File: src/rtl/mem_pkg.sv
// Shared types for the word-RAM access adapter and its load alignment helper.
package mem_pkg;

  typedef enum logic [1:0] {
    SZ_BYTE = 2'd0,
    SZ_HALF = 2'd1,
    SZ_WORD = 2'd2
  } size_e;

  typedef enum logic [1:0] {
    IDLE   = 2'd0,
    ACCESS = 2'd1,
    DATA   = 2'd2,
    RESP   = 2'd3
  } state_e;

  localparam logic [3:0] WB_NONE = 4'b0000;

  // Statistics counters stick at all-ones instead of wrapping.
  function automatic logic [31:0] sat_inc(input logic [31:0] v);
    return (v == 32'hFFFF_FFFF) ? v : v + 32'd1;
  endfunction

endpackage

File: src/rtl/mem_access_adapter_load_align.sv
// Picks the addressed byte/half lane out of a RAM word and sign/zero extends it.
module load_align
  import mem_pkg::*;
(
  input  logic [31:0] word,
  input  logic [1:0]  offset,
  input  size_e       size,
  input  logic        sign_ext,
  output logic [31:0] value
);

  logic [31:0] byte_shift;
  logic [31:0] half_shift;

  always_comb begin
    byte_shift = word >> {offset, 3'b000};
    half_shift = word >> {offset[1], 4'b0000};
    value      = word;
    case (size)
      SZ_BYTE: value = {{24{sign_ext & byte_shift[7]}}, byte_shift[7:0]};
      SZ_HALF: value = {{16{sign_ext & half_shift[15]}}, half_shift[15:0]};
      default: value = word;
    endcase
  end

endmodule

File: src/rtl/mem_access_adapter.sv
// Byte-addressed load/store front end for a single-port word RAM with a
// one-cycle registered read. One transaction in flight at a time.
module mem_access_adapter
  import mem_pkg::*;
#(
  parameter int          MEMORY_BUS_WIDTH = 32,
  parameter int          SIZE             = 2048,
  parameter logic [31:0] ADDRESS          = 32'h0,
  localparam int         AW               = $clog2(SIZE)
) (
  input  logic                        clock,
  input  logic                        reset,
  input  logic                        req_valid,
  output logic                        req_ready,
  input  logic                        req_we,
  input  logic [1:0]                  req_size,
  input  logic                        req_signed,
  input  logic [31:0]                 req_addr,
  input  logic [MEMORY_BUS_WIDTH-1:0] req_wdata,
  output logic                        rsp_valid,
  input  logic                        rsp_ready,
  output logic [MEMORY_BUS_WIDTH-1:0] rsp_rdata,
  output logic                        rsp_err,
  output logic                        mem_enable,
  output logic [AW-1:0]               mem_addr,
  output logic [3:0]                  mem_wb,
  output logic [MEMORY_BUS_WIDTH-1:0] mem_wdata,
  input  logic [MEMORY_BUS_WIDTH-1:0] mem_rdata,
  output logic [31:0]                 stat_rd,
  output logic [31:0]                 stat_wr,
  output logic [31:0]                 stat_err
);

  localparam logic [32:0] LIMIT = 33'(4 * SIZE);

  // Handshake: a request moves on a rising edge with req_valid & req_ready,
  // a response retires on a rising edge with rsp_valid & rsp_ready; rsp_valid
  // and rsp_rdata hold steady until then.
  state_e      state, state_next;
  size_e       size_q;
  logic        sign_q;
  logic        we_q;
  logic [1:0]  lane_q;
  logic [3:0]  wb_q;

  logic [31:0] off;
  logic        accept;
  logic        req_err;
  logic [3:0]  wb_calc;
  logic [31:0] wdata_calc;
  logic [31:0] aligned;

  always_comb begin
    off     = req_addr - ADDRESS;
    accept  = (state == IDLE) && req_valid;
    req_err = (req_addr < ADDRESS) || ({1'b0, off} >= LIMIT) ||
              (req_size == 2'd3) ||
              ((req_size == 2'd1) && off[0]) ||
              ((req_size == 2'd2) && (off[1:0] != 2'b00));
    wb_calc    = WB_NONE;
    wdata_calc = req_wdata;
    case (req_size)
      2'd0: begin
        wb_calc    = 4'b0001 << off[1:0];
        wdata_calc = {4{req_wdata[7:0]}};
      end
      2'd1: begin
        wb_calc    = 4'b0011 << off[1:0];
        wdata_calc = {2{req_wdata[15:0]}};
      end
      default: wb_calc = 4'b1111;
    endcase
    if (!req_we) wb_calc = WB_NONE;
  end

  always_ff @(posedge clock or negedge reset) begin
    if (!reset) state <= IDLE;
    else        state <= state_next;
  end

  always_comb begin
    state_next = state;
    req_ready  = 1'b0;
    rsp_valid  = 1'b0;
    mem_enable = 1'b0;
    mem_wb     = WB_NONE;
    case (state)
      IDLE: begin
        req_ready = 1'b1;
        if (req_valid) state_next = req_err ? RESP : ACCESS;
      end
      ACCESS: begin
        mem_enable = 1'b1;
        mem_wb     = wb_q;
        state_next = we_q ? RESP : DATA;
      end
      DATA: state_next = RESP;
      RESP: begin
        rsp_valid = 1'b1;
        if (rsp_ready) state_next = IDLE;
      end
      default: state_next = IDLE;
    endcase
  end

  load_align u_load_align (
    .word     (mem_rdata),
    .offset   (lane_q),
    .size     (size_q),
    .sign_ext (sign_q),
    .value    (aligned)
  );

  always_ff @(posedge clock or negedge reset) begin
    if (!reset) begin
      mem_addr  <= '0;
      mem_wdata <= '0;
      wb_q      <= WB_NONE;
      size_q    <= SZ_BYTE;
      sign_q    <= 1'b0;
      we_q      <= 1'b0;
      lane_q    <= 2'b00;
      rsp_rdata <= '0;
      rsp_err   <= 1'b0;
      stat_rd   <= '0;
      stat_wr   <= '0;
      stat_err  <= '0;
    end else if (accept) begin
      rsp_rdata <= '0;
      rsp_err   <= req_err;
      if (req_err) begin
        stat_err <= sat_inc(stat_err);
      end else begin
        mem_addr  <= off[2 +: AW];
        mem_wdata <= wdata_calc;
        wb_q      <= wb_calc;
        size_q    <= size_e'(req_size);
        sign_q    <= req_signed;
        we_q      <= req_we;
        lane_q    <= off[1:0];
        if (req_we) stat_wr <= sat_inc(stat_wr);
        else        stat_rd <= sat_inc(stat_rd);
      end
    end else if (state == DATA) begin
      rsp_rdata <= aligned;
    end
  end

endmodule
File: config.mk
export PLATFORM = sky130hd
export DESIGN_NAME = mem_access_adapter
export DESIGN_NICKNAME = d
export VERILOG_FILES = /design/src/rtl/mem_pkg.sv /design/src/rtl/mem_access_adapter_load_align.sv /design/src/rtl/mem_access_adapter.sv
export SDC_FILE = /design/constraint.sdc
export NUM_CORES = 1
export LEC_CHECK = 0
export CAP_MARGIN = 20
export CORE_MARGIN = 2
export CORE_UTILIZATION = 45
export DETAILED_ROUTE_END_ITERATION = 6
export PLACE_DENSITY_LB_ADDON = 0.1
export SKIP_CTS_REPAIR_TIMING = 1
export SYNTH_ARGS = -nofsm -noshare
export SYNTH_HDL_FRONTEND = slang
export SYNTH_HIERARCHICAL = 1
export SYNTH_SLANG_ARGS = --single-unit
File: constraint.sdc
create_clock -name clock -period 3.09 [get_ports clock]
set_clock_uncertainty 0.1 [all_clocks]
set_input_delay 0.618 -clock clock [delete_from_list [all_inputs] [get_ports clock]]
set_output_delay 0.618 -clock clock [all_outputs]
set_load 0.01 [all_outputs]
* Yosys cells after proc, flatten, opt, wreduce, memory -nomap -nowiden
Cells that the tools add are included.
** Cells by class
- Order comparisons :: 2
- Bitwise logic cells :: 7
- Shifts and indexed selects :: 4
- Reduce and logical (&&, ||, !) cells :: 17
- Eq/ne operators :: 12
- Mux-type cells :: 15
- $add $sub $neg :: 3
** Operator list (number)
- $pmux W32 S2 :: 2
- $add A32 B1 Y32 const B :: 3
- $eq A32 B32 Y1 const B :: 3
- $mux W32 :: 2
- $ge A32 B14 Y1 const B :: 1
- $lt A32 B1 Y1 const B :: 1
- $shr A32 B5 Y16 :: 1
- $shr A32 B5 Y8 :: 1
- $eq A2 B2 Y1 const B :: 4
- $mux W4 :: 2
- $pmux W2 S4 :: 1
- $pmux W4 S2 :: 1
- $reduce_and A4 Y1 :: 2
- $eq A2 B1 Y1 const B :: 3
- $logic_not A2 Y1 :: 3
- $mux W2 :: 3
- $not A1 Y1 :: 5
- $logic_or A1 B1 Y1 :: 4
- $mux W1 :: 4
- $ne A2 B2 Y1 const B :: 2
- $reduce_and A2 Y1 :: 2
- $reduce_bool A2 Y1 :: 2
- $shl A1 B2 Y4 const A :: 1
- $shl A2 B2 Y4 const A :: 1
- 3 further kinds :: 6
** Word-level totals
- Output and inout port bits :: 179
- Flip-flop bits (word level) :: 184

* Longest topological paths before layout
Gate-level depths: netlist of run 1.
- Depth in word-level cells :: 8
- Mapped depth :: 10

* Modules after synthesis
Netlist of run 1, hierarchy kept.
** By module, submodules not included
- mem_access_adapter :: cells each 799, sequential area each 4604.4 µm², area an instance 8341.8 µm², instances 1
- load_align :: cells each 93, sequential area each 0.0 µm², area an instance 706.9 µm², instances 1

* Least setup slack after synthesis of run 1
Ideal clock, no wire load.
- Path kind :: input-to-reg
- Start :: in req_addr[29]
- End :: reg stat_wr[1]
- Path buffers :: 1
- Stages :: 6
- Setup time :: 125 ps
- Arrival :: 2319 ps
- Required time :: 2865 ps
- Setup slack :: 546 ps
- Cell sequence :: nor4_2 nand4_2 or4_4 a21oi_2 buf_2 mux2_2
** On the way
- Word-level cells in the longest chain between the ends :: 7
- Elaborated cells between the ends (all ways) :: 8
** Ends and longest elaborated chain
- from (decl) :: line mem_access_adapter.sv:18 : input logic [31:0] req_addr,
- $lt A32 B1 Y1 / $ge A32 B14 Y1 (equally long branches) :: line mem_access_adapter.sv:56 : req_err = (req_addr < ADDRESS) || ({1'b0, off} >= LIMIT) ||
- $logic_or A1 B1 Y1 (*) (2 in series) :: line mem_access_adapter.sv:56
- $logic_or A1 B1 Y1 (*) :: line mem_access_adapter.sv:57 : (req_size == 2'd3) ||
- $logic_or A1 B1 Y1 (*) :: line mem_access_adapter.sv:58 : ((req_size == 2'd1) && off[0]) ||
- $not A1 Y1 (no source line) (*)
- $reduce_and A4 Y1 (no source line) (*)
- to (signal assigned) :: line mem_access_adapter.sv:141 : if (req_we) stat_wr <= sat_inc(stat_wr);
- to (decl) :: line mem_access_adapter.sv:30 : output logic [31:0] stat_wr,
Mark *: on every way between the ends. The rest lies on a longest branch, timed or not.
A chain may end at the register's enable or synchronous reset.

* Worst setup path after layout of run 1
- Start :: in req_addr[28]
- End :: reg stat_wr[30]
Same word-level chain as after synthesis.

==> metrics.md, run 1 <==
| Metric | Value |
|---|---|
| Status | `complete, no violations` |
| Diodes inserted | `0` |
| Share of cells above drive strength 1 | `0.0924` |
| Final Critical Period | `between 2 and 3 ns` |
| Root buf cell | `clkbuf_16` |
| Full die area | `21,300 µm²` |
| Final Setup Violations | `0` |
| Final wirelength | `around 26,000 µm` |
| Worst-margin pin slew | `0.901 ns` |
| Synth top area share | `0.509` |
| Placer congestion estimate | `between 0.8 and 0.9` |
| Largest net degree at the start of global routing | `66` |
| Clk sinks | `184` |
| IO Pins | `approximately 280` |
| Final Cell Area | `roughly 13,000 µm²` |
| CTS tree | `yes` |
| Primary FF master, synth | `dfrtp_1` |
| Setup CP Type | `in -> reg` |
| Yosys warns | `6` |
| Clk_lat worst skew | `0.43 ns` |
| Fill cells | `around 1,600` |
| Critical path data arrival time | `~3 ns` |
| Htree depth | `4` |
| Initial DRC Count | `approximately 420` |
| Post-Route Setup TNS | `0 ns` |
| Syn_nets | `roughly 1,000` |
| Deepest clock path buffer count | `2` |
| Max IR drop VDD | `0.000378 V` |
| Req. time, crit path | `3.34 ns` |
| Power Dens Cells | `451 nW/µm²` |
| Row Count | `between 50 and 60` |
| Syn avg cell area | `slightly above 10 µm²` |
| Register area share after synthesis | `0.509` |
| Hold/Removal Path Class | `in -> async` |
| Critical Path Fanout Max | `5` |
| Final HPWL DP | `19,000 µm` |
| # Max-Cap Violations | `0` |
| WL/cell | `between 15 and 20 µm` |
| Total Nets Final | `around 1,300` |
| Placed Area | `approximately 12,000 µm²` |
| Netlist Area Pre-Place | `just over 9000 µm²` |
| # DRC | `0` |
| Fmax | `between 300 and 400 MHz` |
| Leakage Power | `approximately 5.6 nW` |
| Final ANT Viol Nets | `0` |
| Period utilization | `0.891` |
| First-pass GRT wire length | `40,900 µm` |
| Drt via density | `approximately 5.2` |
| Number of global-route vias before repair | `~7,500` |
| GR Overflow Total | `0` |
| Die extent in y | `between 100 and 150 µm` |
| Worst Setup End Kind | `flop` |
| Hold Vio Cnt, Final | `0` |
| CTS buffer count | `17` |
| FF+latch count, synth | `about 180` |
| Total core area | `around 20,000 µm²` |
| Relative slew margins | `0.398` |
| EDFF count, synth | `0` |
| Area grow syn2layout | `42.7%` |
| RSZ-0062 raised after global routing | `false` |
| Syn Inst Count | `around 890` |
| Yosys top cell by area | `dfrtp_1` |
| Gr usage total | `0.243` |
| Number of library cell types mapped by synthesis | `53` |
| Via Count | `approximately 7,600` |
| Drt pass-1 iters | `5` |
| Die width | `approximately 150 µm` |
| CP Launch Type | `input port` |
| Count leader, synth | `dfrtp_1` |
| Synth area leaders | `dfrtp_1 51%, xnor2_1 7.5%, mux2i_1 7.3%, nand2_1 6.1%, nor2_1 3.5%` |
| Total chip power | `~5.8 mW` |
| Most instantiated cells after synthesis | `184 x dfrtp_1, 147 x nand2_1, 85 x nor2_1` |
| Initial Util | `0.462` |
| Worst-path clk slew | `about 0.07 ns` |
| Fin. max-slew vios | `0` |
| Initial antenna violation count | `0` |
| Final Hold Slack | `around 0.077 ns` |
| Ys async rst share | `1.00` |
| Port Buf Inserts | `282` |
[registers in the layout, summed over array words and instances, names as in the netlist]
register   flops
rsp_err        1
stat_err      32
wb_q           4
mem_wdata     32
rsp_rdata     32
stat_rd       32
lane_q         2
stat_wr       32
size_q         2
mem_addr      11
state          2
we_q           1
sign_q         1
[placed cells by master (no fill, tap or decap), types with 10 or more instances in the layout]
cell type          n
nand3_1           40
o21ai_2           10
xor2_1            15
and2_1            10
clkdlybuf4s50_1  280
nand2_1          147
a21oi_1           24
mux2i_1           66
nand4_1           41
clkbuf_16         17
buf_4             34
o21ai_0           24
and3_1            23
dfrtp_1          184
nor2_1            85
xnor2_1           78
[per-layer routing]
layer,wire length (µm),GRT usage
met1,11100,0.320
met2,12400,0.400
met3,1820,0.0618
met4,369,0.0632
met5,0,0
[path summary, 6_finish.rpt]
kind / from / endpoint / slack, ns / depth (start not counted)
worst max-delay path: req_addr[28] / stat_wr[30]$_DFFE_PN0P_ / 0.34 / 9
worst min-delay path: reset / mem_addr[1]$_DFFE_PN0P_ / 0.08 / 1
worst max register to register: state[0]$_DFFE_PN0P_ / stat_wr[1]$_DFFE_PN0P_ / 0.60 / 8
worst min register to register: mem_addr[7]$_DFFE_PN0P_ / mem_addr[7]$_DFFE_PN0P_ / 0.36 / 2
max in group asynchronous: reset / stat_rd[4]$_DFFE_PN0P_ / 2.07 / 2
min in group clock: mem_addr[7]$_DFFE_PN0P_ / mem_addr[7]$_DFFE_PN0P_ / 0.36 / 2
[through the flow]
step,util,setup slack [ns],cells
5_1_grt,0.659,0.176,1466
3_5_place_dp,0.630,-0.0675,1434
3_3_place_gp,0.630,-0.136,1434
6_report,0.659,0.337,1466
2_1_floorplan,-,0.546,892
4_1_cts,0.659,0.344,1466
[power by group]
group	internal, mW	switching, mW	total, mW
clock	1.10	1.00	2.11
sequential	2.50	0.0919	2.59
combinational	0.570	0.545	1.12
[logic make-up (layout without fill, tap and decap cells)]
| logic type | after synthesis | in the layout | share of synthesized area |
|---|---|---|---|
| buffers and inverters | 52 | 361 | 0.0260 |
| XOR/XNOR | 93 | 93 | 0.0900 |
| flip-flops | 184 | 184 | 0.509 |
| AO/OA/AOI/OAI | 95 | 95 | 0.0752 |
| adder cells (fa/ha/maj) | 7 | 7 | 0.00968 |
| AND/OR/NAND/NOR | 390 | 390 | 0.209 |
| multiplexers | 71 | 71 | 0.0809 |
[area by class of cell]
type                            instances  area, µm²  area share
Inverter                                9       33.8     0.00262
Clock inverter                         12        111     0.00862
Sequential cell                       184       4600       0.357
Tap cell                              265        332      0.0257
Multi-Input combinational cell        656       4220       0.327
Clock buffer                           20        457      0.0354
Timing Repair Buffer                  320       3160       0.244
[worst max-delay path: stages]
cell	delay, ns
clkdlybuf4s50_1	0.46
nor4_4	0.30
nand4_2	0.21
buf_4	0.21
nor4_1	0.43
buf_4	0.19
nand4_1	0.21
nor2_1	0.18
xor2_1	0.18
Power figures use the tool's default switching activity.
==> run 2, diff against run 1 <==
CORE_MARGIN = default   (was 2)
CORE_UTILIZATION = 35   (was 45)
SKIP_CTS_REPAIR_TIMING = default   (was 1)
==> metrics.md, run 2 (synthesis results as in run 1) <==
| Metric | Value |
|---|---|
| Status | `complete, no violations` |
| Setup CP Type | `in -> reg` |
| Die width | `163 µm` |
| # DRC | `0` |
| Number of global-route vias before repair | `~7,300` |
| Cts hold-fix bufs | `0` |
| Fmax | `~370 MHz` |
| Reg area | `approximately 4600 µm²` |
| Req. time, crit path | `between 3 and 4 ns` |
| Final core utilization | `0.514` |
| Initial antenna violation count | `1` |
| Area grow syn2layout | `43.4%` |
| Final ANT Viol Nets | `0` |
| Placer congestion estimate | `between 0.8 and 0.9` |
| Power Dens Cells | `451 nW/µm²` |
| Critical path's slowest cell | `clkdlybuf4s50_1` |
| Initial DRC Count | `347` |
| Worst-path clk slew | `around 0.070 ns` |
| Gr usage total | `0.199` |
| Post-CTS Setup Bufs | `0` |
| Sequential power share | `0.444` |
| Slowest stage delay, CP | `0.41 ns` |
| P_int | `4.14 mW` |
| Most common cell on crit path | `buf_4` |
| Non-Filler Instances | `between 1,500 and 2,000` |
| Hold/Removal Path Class | `in -> async` |
| Die extent in y | `around 160 µm` |
| Fin. max-slew vios | `0` |
| IO Pins | `about 280` |
| Placed Area | `about 12,000 µm²` |
| Total core area | `approximately 25,000 µm²` |
| Port Buf Inserts | `approximately 280` |
| Fill cells | `about 2,400` |
| Full die area | `around 27,000 µm²` |
| CP Cell Sequence | `clkdlybuf4s50_1 > nor4_2 > nand4_2 > buf_4 > nor4_1 > buf_4 > and4_1 > buf_4 > and4_1 > xor2_1` |
| Htree depth | `4` |
| WP buf/inv | `4` |
| Multi-input gate area | `roughly 4200 µm²` |
| Largest net degree at the start of global routing | `roughly 70` |
| Inst Count DP | `between 1,000 and 1,500` |
| GR Overflow Total | `0` |
| Final Cell Area | `about 13,000 µm²` |
| Final Setup Violations | `0` |
| RSZ-0062 raised after global routing | `false` |
| Commonest non-fill, non-tap cell in the layout | `clkdlybuf4s50_1` |
| Proportion of power drawn by combinational gates | `0.191` |
| Commonest cells after routing, fill and taps aside | `280 x clkdlybuf4s50_1, 184 x dfrtp_1, 147 x nand2_1` |
| Relative slew margins | `0.475` |
| CP Launch Type | `input port` |
| Worst-margin pin slew | `~0.8 ns` |
| Dpl ws | `-0.0773 ns` |
| Final Worst Setup Slack | `about 0.37 ns` |
| Row Count | `58` |
| WL/cell | `approximately 17 µm` |
| Hold Vio Cnt, Final | `0` |
| Clk sinks | `between 150 and 200` |
| Total Nets Final | `1,296` |
| Psw | `between 1.5 and 2 mW` |
| Leakage Power | `roughly 5.6 nW` |
| Root buf cell | `clkbuf_16` |
| Final HPWL DP | `19,100 µm` |
| Critical Path Fanout Max | `8` |
| First-pass GRT wire length | `41,000 µm` |
| Delay-heaviest family, CP | `simple AND/OR/NAND/NOR gates` |
| Share of cells above drive strength 1 | `0.0894` |
| Drt pass-1 iters | `4` |
| Final wirelength | `25,900 µm` |
| Initial Util | `0.358` |
| Clock power share | `0.366` |
| Critical path data arrival time | `roughly 3 ns` |
| Deepest clock path buffer count | `2` |
| Clk_lat worst skew | `0.43 ns` |
| Final Hold Slack | `0.0304 ns` |
| Post-Route Setup TNS | `0 ns` |
| Max IR drop VDD | `approximately 0.00033 V` |
| Post-cts resize count | `0` |
| Via Count | `7,458` |
| Final Critical Period | `between 2 and 3 ns` |
| Sw Ratio | `0.292` |
| Drt via density | `4.88` |
| Worst Setup End Kind | `flop` |
| Total chip power | `5.85 mW` |
| CTS buffer count | `17` |
| Period utilization | `0.879` |
| # Max-Cap Violations | `0` |
| CTS tree | `yes` |
==> run 2: power groups by stage <==
| stage | Clock (mW) | Sequential [mW] | Combinational, mW |
|---|---|---|---|
| after floorplan | 0 | 2.66 | 0.530 |
| after global placement | 0 | 2.64 | 1.13 |
| after detailed placement | 0 | 2.65 | 1.13 |
| after CTS | 2.21 | 2.60 | 1.13 |
| after global routing | 2.30 | 2.62 | 1.21 |
| final | 2.14 | 2.60 | 1.12 |
==> run 2: routing by layer <==
metal | GRT usage | vias to the layer above | wire [µm]
met5 | 0 | - | 0
met4 | 0.0578 | 0 | 402
met3 | 0.0435 | 20 | 1530
met2 | 0.309 | 195 | 11800
met1 | 0.278 | 3542 | 12200
li1 | - | 3701 | -
==> run 2: worst register-to-register path: stages (launching register included) <==
cell and delay, ns:
dfrtp_1 0.45, ha_1 0.27, nand4_1 0.21, nor4_1 0.62, o2111a_1 0.43, nand4_1 0.15
xnor2_1 0.15
==> run 2: final cells by class <==
cell class / instances / share of cell area
sequential: 184 / 0.355
timing repair buffer: 317 / 0.242
clock buffer: 18 / 0.0331
multi-input combinational: 656 / 0.325
inverter: 9 / 0.00260
clock inverter: 13 / 0.0101
antenna: 1 / 0.000193
tap: 330 / 0.0318
==> run 2: path summary, 6_finish.rpt <==
check | slack (ns) | end | start | depth (start not counted)
min in group clock | 0.37 | mem_addr[2]$_DFFE_PN0P_ | mem_addr[2]$_DFFE_PN0P_ | 2
worst max-delay path | 0.37 | stat_rd[20]$_DFFE_PN0P_ | req_addr[29] | 10
worst min register to register | 0.37 | mem_addr[2]$_DFFE_PN0P_ | mem_addr[2]$_DFFE_PN0P_ | 2
worst max register to register | 0.61 | stat_err[26]$_DFFE_PN0P_ | stat_err[0]$_DFFE_PN0P_ | 6
worst min-delay path | 0.03 | rsp_rdata[4]$_DFFE_PN0P_ | reset | 1
max in group asynchronous | 2.12 | stat_err[12]$_DFFE_PN0P_ | reset | 2
==> RTL edit 1, RTL diff (config.mk and constraints of run 1) <==
Change the parameter `SIZE` from 2048 to 1024.
--- a/src/rtl/mem_access_adapter.sv
+++ b/src/rtl/mem_access_adapter.sv
@@ -6,3 +6,3 @@
   parameter int          MEMORY_BUS_WIDTH = 32,
-  parameter int          SIZE             = 2048,
+  parameter int          SIZE             = 1024,
   parameter logic [31:0] ADDRESS          = 32'h0,
Ports: changed (resized mem_addr); port bits go from 283 to 282. No check against the original RTL was run, so the function may have changed too.
==> RTL edit 1 against run 1 <==
  * Setup slack better by 0.050 ns
  * Area after synthesis up 0.88%
  * Cell area unchanged
  * Wire length down 3.0%
  * Sequential cell count down 1
  * Synthesized cell count up 1.2%
  * Non-clock buffer count down 11
  * Sequential share of layout area down 0.19 points
  * Power up 0.69%
  * Critical path type is now reg -> reg
==> RTL edit 1: results (changes against run 1) <==
asr flop ratio synth=100% (unchanged); fraction of synthesized cell area in xor and xnor cells=8.92% (-0.079 points); area of placed instances=12300 sq um (-0.20%); first-pass GRT wire length=40800 microns (-0.42%); Buffers on Ports=281 (-0.35%); Layout Nets=1299 (unchanged); most frequent cells after synthesis=dfrtp_1, nand2_1, xnor2_1, mux2i_1, nor2_1; status=completed; Compound-Gate Fraction of Synth Area=7.17% (-0.35 points); sequential share of the synthesized area=50.2% (-0.72 points); vias per cell=5.20 (about the same); placer congestion estimate=0.839 (+1.5%); root buf cell=clkbuf_16; crit-path max FO=11 (+6); Netlist cell types=55 (+3.8%); top area cells in the synthesized netlist=dfrtp_1, xnor2_1, mux2i_1, nand2_1, nand4_1; largest net degree at the start of global routing=82 (+24%); hpwl dp=18100 microns (-4.3%); post-synthesis adder-cell area fraction=0.959% (-0.0085 points); Worst Tran Pin Value=0.725 ns (-0.176 ns); ys flop type=dfrtp_1; peak supply drop=0.000381 V (+0.74%); Hold Path Class=in -> async; Worst Path Arrival=2.91 ns (-0.09 ns); DR pass1 iterations=5 (unchanged); Synthesized Nets=1014 (+1.1%); clk slew on worst S/H paths=around 0.08 ns; layout cells sized above 1=8.58% (-0.67 points); clock buffer depth=2 (unchanged); YS warnings=6 (unchanged); diode count=0 (unchanged); leakage=0.00560 uW (-0.14%); initial antenna violation count=0 (unchanged); CTS buffer count=17 (unchanged); GRT Util Overall=23.8% (-0.49 points); f_max=370 MHz (+1.8%); routed len/inst=16.9 microns (-3.3%); CTS H-tree depth=4 (unchanged); vias in the first global route=7699 (+3.1%); clk_lat worst skew=0.43 ns (about the same); mux cell area share after synthesis=7.91% (-0.18 points); initial drt markers=368 (-11%)
==> RTL edit 1: cell types whose count changed in the layout (fill, tap and decap cells not counted), moves of 3 or more <==
| cell | change |
|---|---|
| nand2_1 | +10 |
| or2_2 | +3 |
| o21ai_0 | +19 |
| clkinv_4 | -3 |
| nor3_1 | +3 |
| and2_1 | +3 |
| a21oi_1 | -16 |
| nor2_1 | -22 |
| nand3_1 | +7 |
| o21a_1 | -3 |
| buf_4 | -9 |
==> RTL edit 1: worst paths after layout <==
path | start | to | slack (ns) | cells after the start
max | state[0] | stat_rd[31] | 0.39 | 9
max reg2reg | state[0] | stat_rd[31] | 0.39 | 9
min | reset | rsp_rdata[0] | 0.06 | 1
max in group asynchronous | reset | stat_err[17] | 2.03 | 2
min reg2reg | mem_wdata[0] | mem_wdata[0] | 0.37 | 2
min in group clock | mem_wdata[0] | mem_wdata[0] | 0.37 | 2
==> RTL edit 1: area by class of cell <==
| cell class | count | area [sq um] |
|---|---|---|
| fill | 1701 | 7130 |
| multi-input combinational | 667 | 4300 |
| sequential | 183 | 4580 |
| clock inverter | 14 | 154 |
| timing repair buffer | 309 | 3060 |
| inverter | 10 | 37.5 |
| tap | 270 | 338 |
| clock buffer | 18 | 439 |
==> RTL edit 1: power by group <==
part / internal, uW / switching [uW] / leakage (uW)
Combinational: 550 / 525 / 0.00279
Sequential: 2490 / 92.2 / 0.00252
Clock: 1170 / 1030 / 0.000288
Total: 4210 / 1640 / 0.00560
==> RTL edit 1: kinds of logic after synthesis <==
| family | after synthesis |
|---|---|
| buffers and inverters | 53 |
| muxes | 70 |
| DFF | 183 |
| xor gates and xnor gates | 93 |
| adders and majority gates | 7 |
| and+or+nand+nor | 404 |
| AOI/OAI and AO/OA | 93 |
==> RTL edit 1: layer usage <==
metal  track usage, %  routed length [microns]  up-vias
li1                 -                        -     3718
met1             31.5                    11000     3682
met2             38.9                    12000      222
met3             6.22                     1510       20
met4             6.55                      356        0
met5                0                        0        -
==> RTL edit 1: per-stage QoR <==
step                util, %  power (uW)  cells  hold WS, ns  setup slack (ns)
global placement       61.5        3700   1439        0.356            0.0240
detailed placement     61.5        3720   1439        0.361           0.00518
CTS                    64.4        5920   1471       0.0796             0.365
finish                 64.4        5860   1471       0.0574             0.386
global route           64.4        6120   1471       0.0977             0.159
floorplan                 -        3170    903        0.222             0.547
==> RTL edit 1: worst max-delay path, stage by stage (launching register included) <==
cell and delay [ns]:
dfrtp_1 0.43, inv_1 0.10, ha_1 0.25, and2_1 0.24
a21boi_1 0.46, nand2b_1 0.14, a2111oi_2 0.34, buf_4 0.24
nand3_1 0.12, xnor2_1 0.16
==> RTL edit 2, RTL diff (config.mk and constraints of run 1) <==
Without the edit above. Re-encode `state_e` (4 states) as one-hot, 4 bits wide.
--- a/src/rtl/mem_pkg.sv
+++ b/src/rtl/mem_pkg.sv
@@ -9,7 +9,7 @@
 
-  typedef enum logic [1:0] {
-    IDLE   = 2'd0,
-    ACCESS = 2'd1,
-    DATA   = 2'd2,
-    RESP   = 2'd3
+  typedef enum logic [3:0] {
+    IDLE   = 4'b0001,
+    ACCESS = 4'b0010,
+    DATA   = 4'b0100,
+    RESP   = 4'b1000
   } state_e;
Behaviour: no difference found for any inputs over 4 cycles, from zero or initial values and one cycle with reset low; so few cycles prove little.
==> RTL edit 2 against run 1 <==
  * Area after synthesis rose by 2.5%
  * Setup slack got worse by 0.20 ns
  * Synthesized cell count rose by 7.1%
  * Sequential cell count rose by 2
  * Cell area rose by 2.2%
  * Wire length fell by 2.3%
  * Power fell by 5.3%
  * Largest power group unchanged
==> RTL edit 2: results (changes against run 1) <==
status=completed; Worst path max stage delay=0.61 ns (+0.15 ns); worst setup path endpoint=req_ready; Worst Tran Pin Value=0.695 ns (-0.206 ns); Hold Slack=0.126 ns (+0.0492 ns); placer congestion estimate=0.831 (+0.48%); Metal-1 WL=10900 microns (-1.6%); fraction of synthesized cell area in xor and xnor cells=8.78% (-0.22 points); peak supply drop=0.000323 V (-15%); sequential share of the synthesized area=50.2% (-0.70 points); Worst Path Arrival=2.23 ns (-0.77 ns); DR pass1 iterations=4 (-1); crit-path max FO=8 (+3); Compound-Gate Fraction of Synth Area=9.86% (+2.3 points); top area cells in the synthesized netlist=dfrtp_1, nand2_1, xnor2_1, mux2i_1, xor2_1; Layout Nets=1363 (+4.9%); leakage=0.00559 uW (-0.35%); Netlist cell types=61 (+15%); Multi-input gate area=4360 sq um (+3.4%); CP startpoint=state[0]; critical path's slowest cell=dfstp_2; Worst Reg-to-Reg Cells=7 (-1); final setup margin=0.141 ns (-0.196 ns); RR Endpoint=stat_rd[1]; vias in the first global route=7856 (+5.2%); P_sw=1470 uW (-11%); first-pass GRT wire length=40700 microns (-0.49%); Comb power=711 uW (-37%); register-to-register setup slack=0.32 ns (-0.28 ns); final non-filler cell total=1539 (+5.0%); Fill cells=1723 (+6.2%); P_seq=2580 uW (about the same); area of placed instances=12600 sq um (+1.9%); layout cells sized above 1=10.3% (+1.1 points); mux cell area share after synthesis=4.44% (-3.7 points); most frequent cells after synthesis=nand2_1, dfrtp_1, xnor2_1, a21oi_1, nand3_1; Mapped Cells=955 (+7.1%); post-synthesis adder-cell area fraction=0.405% (-0.56 points); pre-CTS WS=-0.117 ns (-0.0497 ns); CP delay by family, top=buffers and inverters; Met3 Routed Length=1650 microns (-9.2%); sequential share of power=46.8% (+2.2 points); Synthesized Nets=1062 (+5.9%); hpwl dp=18400 microns (-3.1%)
[RTL edit 2: changes by cell type in the layout (fill, tap and decap cells not counted), sizes merged, moves of 15 or more]
cell   change
nand4     -15
o21ai     +18
nand2     +78
mux2i     -32
a21oi     +20
nor2      -45
[RTL edit 2: area by class of cell]
type                       instances  share of cell area [%]
tap                              270                    2.56
multi-input combinational        712                    33.1
timing repair buffer             325                    24.2
sequential                       186                    35.3
clock inverter                    13                    1.17
inverter                          14                   0.398
clock buffer                      19                    3.36
[RTL edit 2: worst reg2reg max path, cell delays in order, from the launching register on]
cell,delay [ns]
dfstp_2,0.61
or4b_4,0.52
a211oi_4,0.31
nand3_4,0.21
inv_2,0.20
o21ai_0,0.16
nor2_1,0.20
mux2_2,0.36
[RTL edit 2: routing by layer]
metal	vias to the layer above	global-route usage, %
li1	3913	-
met1	3878	30.9
met2	228	38.7
met3	18	5.77
met4	0	5.53
met5	-	0
